<file path="src/rtl/alu_control_mc.sv">
// alu_control_mc: ALU-control decoder feeding a handshaked ALU with IDLE/BUSY/DONE sequencing.
// Optional feature macro: ALU_CONTROL_MC_MULT_EN enables the iterative shift-add MULT (funct 24).
// Without it funct 24 decodes as illegal and no BUSY state or multiplier datapath exists.
module alu_control_mc #(
    parameter int unsigned WIDTH = 32,
    parameter int unsigned SHW   = $clog2(WIDTH)
) (
    input  logic             clk,
    input  logic             rst_n,
    input  logic             in_valid,
    output logic             in_ready,
    input  logic [1:0]       alu_op,
    input  logic [5:0]       func_code,
    input  logic [WIDTH-1:0] a,
    input  logic [WIDTH-1:0] b,
    output logic             out_valid,
    input  logic             out_ready,
    output logic [WIDTH-1:0] result,
    output logic             zero,
    output logic             illegal,
    output logic [3:0]       alu_ctrl
);

    localparam logic [3:0] CTRL_AND  = 4'd0;
    localparam logic [3:0] CTRL_OR   = 4'd1;
    localparam logic [3:0] CTRL_ADD  = 4'd2;
    localparam logic [3:0] CTRL_SLL  = 4'd3;
    localparam logic [3:0] CTRL_SRL  = 4'd4;
    localparam logic [3:0] CTRL_SUB  = 4'd6;
    localparam logic [3:0] CTRL_SLT  = 4'd7;
    localparam logic [3:0] CTRL_MULT = 4'd8;
    localparam logic [3:0] CTRL_NOR  = 4'd12;
    localparam logic [3:0] CTRL_ILL  = 4'd15;

    typedef enum logic [1:0] {
        ST_IDLE = 2'd0,
        ST_DONE = 2'd1
`ifdef ALU_CONTROL_MC_MULT_EN
        ,
        ST_BUSY = 2'd2
`endif
    } state_e;

    state_e             state_q, state_d;
    logic [WIDTH-1:0]   result_q, result_d;
    logic               zero_q, zero_d;
    logic               illegal_q, illegal_d;
    logic [3:0]         alu_ctrl_q, alu_ctrl_d;
    logic               out_valid_q, out_valid_d;
    logic [3:0]         ctrl_c;
    logic [WIDTH-1:0]   res_c;

`ifdef ALU_CONTROL_MC_MULT_EN
    logic [WIDTH-1:0]   mcand_q, mcand_d;
    logic [WIDTH-1:0]   mplier_q, mplier_d;
    logic [SHW-1:0]     cnt_q, cnt_d;
`endif

    // Decode alu_op/func_code of the presented request into the ALU control code
    always_comb begin
        ctrl_c = CTRL_ILL;
        case (alu_op)
            2'd0: ctrl_c = CTRL_ADD;
            2'd1: ctrl_c = CTRL_SUB;
            2'd2: begin
                case (func_code)
                    6'd36:   ctrl_c = CTRL_AND;
                    6'd37:   ctrl_c = CTRL_OR;
                    6'd32:   ctrl_c = CTRL_ADD;
                    6'd34:   ctrl_c = CTRL_SUB;
                    6'd42:   ctrl_c = CTRL_SLT;
                    6'd39:   ctrl_c = CTRL_NOR;
                    6'd0:    ctrl_c = CTRL_SLL;
                    6'd2:    ctrl_c = CTRL_SRL;
`ifdef ALU_CONTROL_MC_MULT_EN
                    6'd24:   ctrl_c = CTRL_MULT;
`endif
                    default: ctrl_c = CTRL_ILL;
                endcase
            end
            default: ctrl_c = CTRL_ILL;
        endcase
    end

    // Single-cycle ALU result; illegal and MULT produce 0 here
    always_comb begin
        res_c = '0;
        case (ctrl_c)
            CTRL_AND: res_c = a & b;
            CTRL_OR:  res_c = a | b;
            CTRL_ADD: res_c = a + b;
            CTRL_SUB: res_c = a - b;
            CTRL_SLT: res_c = WIDTH'($signed(a) < $signed(b));
            CTRL_NOR: res_c = ~(a | b);
            CTRL_SLL: res_c = a << b[SHW-1:0];
            CTRL_SRL: res_c = a >> b[SHW-1:0];
            default:  res_c = '0;
        endcase
    end

    // Next-state and held-output computation
    always_comb begin
        state_d    = state_q;
        result_d   = result_q;
        illegal_d  = illegal_q;
        alu_ctrl_d = alu_ctrl_q;
`ifdef ALU_CONTROL_MC_MULT_EN
        mcand_d    = mcand_q;
        mplier_d   = mplier_q;
        cnt_d      = cnt_q;
`endif
        case (state_q)
            ST_IDLE: begin
                if (in_valid) begin
                    alu_ctrl_d = ctrl_c;
                    illegal_d  = (ctrl_c == CTRL_ILL);
                    result_d   = res_c;
                    state_d    = ST_DONE;
`ifdef ALU_CONTROL_MC_MULT_EN
                    if (ctrl_c == CTRL_MULT) begin
                        result_d = '0;
                        mcand_d  = a;
                        mplier_d = b;
                        cnt_d    = '0;
                        state_d  = ST_BUSY;
                    end
`endif
                end
            end
`ifdef ALU_CONTROL_MC_MULT_EN
            ST_BUSY: begin
                if (mplier_q[0]) begin
                    result_d = result_q + mcand_q;
                end
                mcand_d  = mcand_q << 1;
                mplier_d = mplier_q >> 1;
                cnt_d    = cnt_q + SHW'(1);
                if (cnt_q == SHW'(WIDTH - 1)) begin
                    state_d = ST_DONE;
                end
            end
`endif
            ST_DONE: begin
                if (out_ready) begin
                    state_d = ST_IDLE;
                end
            end
            default: state_d = ST_IDLE;
        endcase
        zero_d      = (result_d == '0);
        out_valid_d = (state_d == ST_DONE);
    end

    // State and output registers with synchronous active-low reset
    always_ff @(posedge clk) begin
        if (!rst_n) begin
            state_q     <= ST_IDLE;
            result_q    <= '0;
            zero_q      <= 1'b1;
            illegal_q   <= 1'b0;
            alu_ctrl_q  <= 4'd0;
            out_valid_q <= 1'b0;
`ifdef ALU_CONTROL_MC_MULT_EN
            mcand_q     <= '0;
            mplier_q    <= '0;
            cnt_q       <= '0;
`endif
        end else begin
            state_q     <= state_d;
            result_q    <= result_d;
            zero_q      <= zero_d;
            illegal_q   <= illegal_d;
            alu_ctrl_q  <= alu_ctrl_d;
            out_valid_q <= out_valid_d;
`ifdef ALU_CONTROL_MC_MULT_EN
            mcand_q     <= mcand_d;
            mplier_q    <= mplier_d;
            cnt_q       <= cnt_d;
`endif
        end
    end

    assign in_ready  = rst_n && (state_q == ST_IDLE);
    assign out_valid = out_valid_q;
    assign result    = result_q;
    assign zero      = zero_q;
    assign illegal   = illegal_q;
    assign alu_ctrl  = alu_ctrl_q;

endmodule

</file>
<file path="config.mk">
export PLATFORM = sky130hd
export DESIGN_NAME = alu_control_mc
export DESIGN_NICKNAME = d
export VERILOG_FILES = /design/src/rtl/alu_control_mc.sv
export SDC_FILE = /design/constraint.sdc
export NUM_CORES = 1
export LEC_CHECK = 0
export CAP_MARGIN = 40
export CELL_PAD_IN_SITES_DETAIL_PLACEMENT = 0
export CELL_PAD_IN_SITES_GLOBAL_PLACEMENT = 1
export CORE_ASPECT_RATIO = 1.75
export CORE_MARGIN = 10
export CORE_UTILIZATION = 45
export CTS_BUF_LIST = sky130_fd_sc_hd__clkbuf_2
export DETAILED_ROUTE_END_ITERATION = 8
export PLACE_DENSITY_LB_ADDON = 0.05
export SETUP_SLACK_MARGIN = 0.5
export SYNTH_ARGS = -nofsm -noshare
export SYNTH_HDL_FRONTEND = slang
export SYNTH_SLANG_ARGS = --single-unit
</file>
<file path="constraint.sdc">
create_clock -name clk -period 13.3 [get_ports clk]
set_input_delay 3.325 -clock clk [delete_from_list [all_inputs] [get_ports clk]]
set_output_delay 3.325 -clock clk [all_outputs]
set_load 0.1 [all_outputs]
</file>
## Word-level counts from Yosys, hierarchy flattened

Index checks and enable logic that the tools add are counted.

- Input bits: 76
- Flip-flop bits (word level): 41
- Logic and storage cells: 48
- Output and inout bits: 40

- Reduce and logical (&&, ||, !) cells: 7
- Add/sub/neg operators: 2
- Bitwise gates (word level): 3
- Shift operators: 2
- Multiplexer cells: 8
- Magnitude comparators: 1
- Eq/ne operators: 19

Operators by type and width:

| operator | number |
|---|---|
| 32-bit one-hot mux with 8 select lines | 1 |
| 32-bit 2-to-1 mux | 2 |
| 6-bit equality test (second input constant) | 6 |
| 32-bit adder | 1 |
| 32-bit AND | 1 |
| 32-bit logical NOT | 1 |
| 32-bit < comparator | 1 |
| 32-bit NOT | 1 |
| 32-bit bitwise OR | 1 |
| 4-bit one-hot mux with 8 select lines | 1 |
| 32-bit by 5-bit << shifter with 32-bit output | 1 |
| 32-bit by 5-bit right shift with 32-bit output | 1 |
| 32-bit subtractor | 1 |
| 4-bit by 3-bit equality test with 1-bit output (second input constant) | 3 |
| 4-bit one-hot mux with 3 select lines | 1 |
| 4-bit by 2-bit equality test with 1-bit output (second input constant) | 2 |
| 4-bit equality test (second input constant) | 2 |
| 2-bit by 1-bit equality test with 1-bit output (second input constant) | 3 |
| 6-bit by 2-bit equality test with 1-bit output (second input constant) | 1 |
| 6-bit logical NOT | 1 |
| 4-bit by 1-bit equality test with 1-bit output (second input constant) | 1 |
| 2-bit logical NOT | 2 |
| 4-bit logical NOT | 1 |
| 2-bit 2-to-1 mux | 2 |
| other kinds (4) | 4 |

## Logic depth before layout (Yosys ltp)

- Depth after elaboration: 8
- Mapped depth: 18

## Worst setup path after synthesis

Ideal clock, no wire load.

- Path kind: in2out
- Start: input rst_n
- End: output in_ready
- Setup slack: 5321 ps
- Stages on the path: 2
- Arrival time: 4654 ps
- Required time: 9975 ps
- Cell sequence: nand2b_1 -> nor2_1

- Longest elaborated chain between the ends: 1

Ends and longest elaborated chain:

| element | RTL line | source |
|---|---|---|
| start: declaration | 9 | `input logic rst_n,` |
| 1-bit logical AND | 183 | `assign in_ready = rst_n && (state_q == ST_IDLE);` |
| end: declaration | 11 | `output logic in_ready,` |

Every way passes these cells.

## Worst setup path after layout

Ends and elaborated chain as after synthesis.

==> results.ini <==
[timing]
max_slew_margin=0.345
fin_worst_skew_ps=30.6
tightestPinTransition_ps=973
setup_viol=0
grt_setup_unrepaired=no
hold_viol_final=0
slew_violations=0
fmax_ghz=0.116
period_needed_ps=8620
fin_crit_sh=0.648
finalSetupTns_ps=0

[final_layout]
fin_nets=1857
utilization=0.541
area_growth_pct=18.1
drive_above_1_share=0.124
final.fill_count=2490
mostFrequentLayoutCell=nand2_1
mostFrequentLayoutCells=155 x nand2_1, 150 x nor2_1, 120 x a21oi_1, 110 x clkdlybuf4s50_1, 102 x inv_1

[yosys]
synth_warnings=0
synth.top_cell.area_share=0.105
synth-edff-count=0
yosysTopAreaCell=ha_1
syn_area_per_cell_sq_um=7.24
async_flop_share=0
synth.distinct_cells=101
netlist_top_cells_area=ha_1 10%, mux4_2 8.9%, dfxtp_1 7.1%, a21oi_1 5.2%, nand2_1 5.0%
synth.cell_area_sq_mm=0.0116
synth.ff_latch_count=41
synth-main-ff-cell=dfxtp_1
syn_nets=1778
syn_inst=1603
seq_area_frac_synth=0.0707

[grt]
grt_pass1_vias=13751
grt.overflow.total=0
grt_max_degree=60
antenna_found_initial=2
grt_pass1_wl_mm=93.7
track_usage=0.378

[floorplan]
std_cell_rows=77
io_pins=116
die_h_um=232
coreArea_sq_mm=0.0253
die_w_um=141
die_area_sq_mm=0.0329
start_util=0.458

[power_and_ir_drop]
vdd_drop_max_uv=41.4
switching_share=0.556
switchingPower_mw=0.437
p_leak_nw=5.52
comb_power_share=0.731
p_per_area_mw_per_mm2=57.3
seq_power_share=0.170
clockPowerShare=0.100
p_int_mw=0.349

[outcome]
outcome=finished clean

[worst_setup_path]
cp_max_fo=16
cp-start-kind=input pin
r2r_setup_slack_ps=9280
end_kind=output pin
setup.worst_path.class=input pin to output pin
required_ps=9970
worstPathArrival_ps=5290

[cts]
cts_hold_buf=0
clock-sinks=41
insertion_delay_ps=550
htree_levels=2
cts_inserted_buffers=5
post_cts_resize_count=0
cts_root_buffer=clkbuf_2
clk_path_buf_depth=2
cts_tree=built
clk_pin_slew_ps=310
cts_setup_buffers=0

[worst_hold_path]
hold_class=flop to flop

[detailed_routing]
detail-route-antenna-nets=0
wire_per_inst_um=32.5
viasPerCell=7.25
drt_pass1_iterations=8
drc=0
drt_iter0_drc=2257
vias=14503
drt_wl_total_mm=65.1

[placement]
post-dp-hpwl_mm=50.1
place.gp.congestion=1.09
portBuffers=115

[flow_run]
maxCapViolCount=0

metrics by stage:
| step | setup WS [ps] | instances | cell area [sq um] | power [mW] | hold slack (ps) |
|---|---|---|---|---|---|
| final | 4680 | 2000 | 13700 | 0.786 | 493 |
| after global routing | 4650 | 2000 | 13700 | 0.811 | 529 |
| after CTS | 4740 | 1996 | 13700 | 0.763 | 497 |
| after detailed placement | 4740 | 1988 | 13600 | 0.685 | 470 |
| after global placement | 4340 | 1944 | 12800 | 0.659 | 448 |
| after floorplan | 5320 | 1603 | 11600 | 0.479 | 540 |
synth_stat cells, drive strengths merged, types with 7 or more instances:
library cell,instances
nand4,18
or3,12
mux4,47
nor3,40
nor2b,26
nand2,155
inv,104
o21bai,8
ha,97
a21oi,120
nor4,19
mux2,35
mux2i,57
and3,15
dfxtp,41
o2111ai,10
a31oi,15
o21ai,84
a311oi,8
and2,24
a221oi,16
nor2,150
or2,7
a221o,9
clkbuf,67
a22oi,14
o211ai,30
buf,60
a211o,8
o22ai,17
o31ai,18
a211oi,33
o221ai,20
nand2b,24
xnor2,18
a2111oi,11
a21o,16
nand3,37
power groups by stage:
stage	Combinational, mW	Clock [mW]	Sequential, mW
after floorplan	0.308	0	0.171
after global placement	0.524	0	0.135
after detailed placement	0.549	0	0.135
after CTS	0.552	0.0784	0.133
after global routing	0.598	0.0795	0.134
final	0.574	0.0783	0.133
critical path: stages:
cell and delay (ps):
clkdlybuf4s50_1 890, nand2b_1 200, nor2_1 140, clkdlybuf4s50_1 530, buf_8 200
logic make-up (layout without fill, tap and decap cells):
group / after synthesis / after routing / synth area share
other: 1 / 2 / 0.000323
AND/OR/NAND/NOR: 562 / 562 / 0.238
AO/OA/AOI/OAI: 510 / 510 / 0.308
XOR/XNOR: 20 / 20 / 0.0151
multiplexers: 139 / 139 / 0.175
flip-flops: 41 / 41 / 0.0707
adder cells (fa/ha/maj): 99 / 99 / 0.108
buffers and inverters: 231 / 311 / 0.0857
registers in the layout, indices dropped and copies added (netlist names):
register and count:
state_q 2, result 32, out_valid 1, illegal 1, alu_ctrl 4, zero 1
area by class of cell:
type                       count  area [sq um]  area share
clock buffer                   5          25.0     0.00182
tap                          316           395      0.0288
sequential                    41           821      0.0599
inverter                     104           390      0.0285
timing repair buffer         199          2220       0.162
multi-input combinational   1331          9830       0.717
clock inverter                 3          28.8     0.00210
antenna                        1          2.50    0.000182
metal layers:
metal,wire length (um),global-route usage,part of all wire
met1,21800,0.427,0.34
met2,30400,0.621,0.47
met3,6510,0.0589,0.10
met4,6330,0.298,0.097
met5,0,0,0
path summary, 6_finish.rpt:
path	start	end	cells after the start
max reg2reg	state_q[0]	zero	12
min	alu_ctrl[3]	alu_ctrl[3]	2
min reg2reg	alu_ctrl[3]	alu_ctrl[3]	2
max	rst_n	in_ready	5
(Power assumes the default switching activity.)
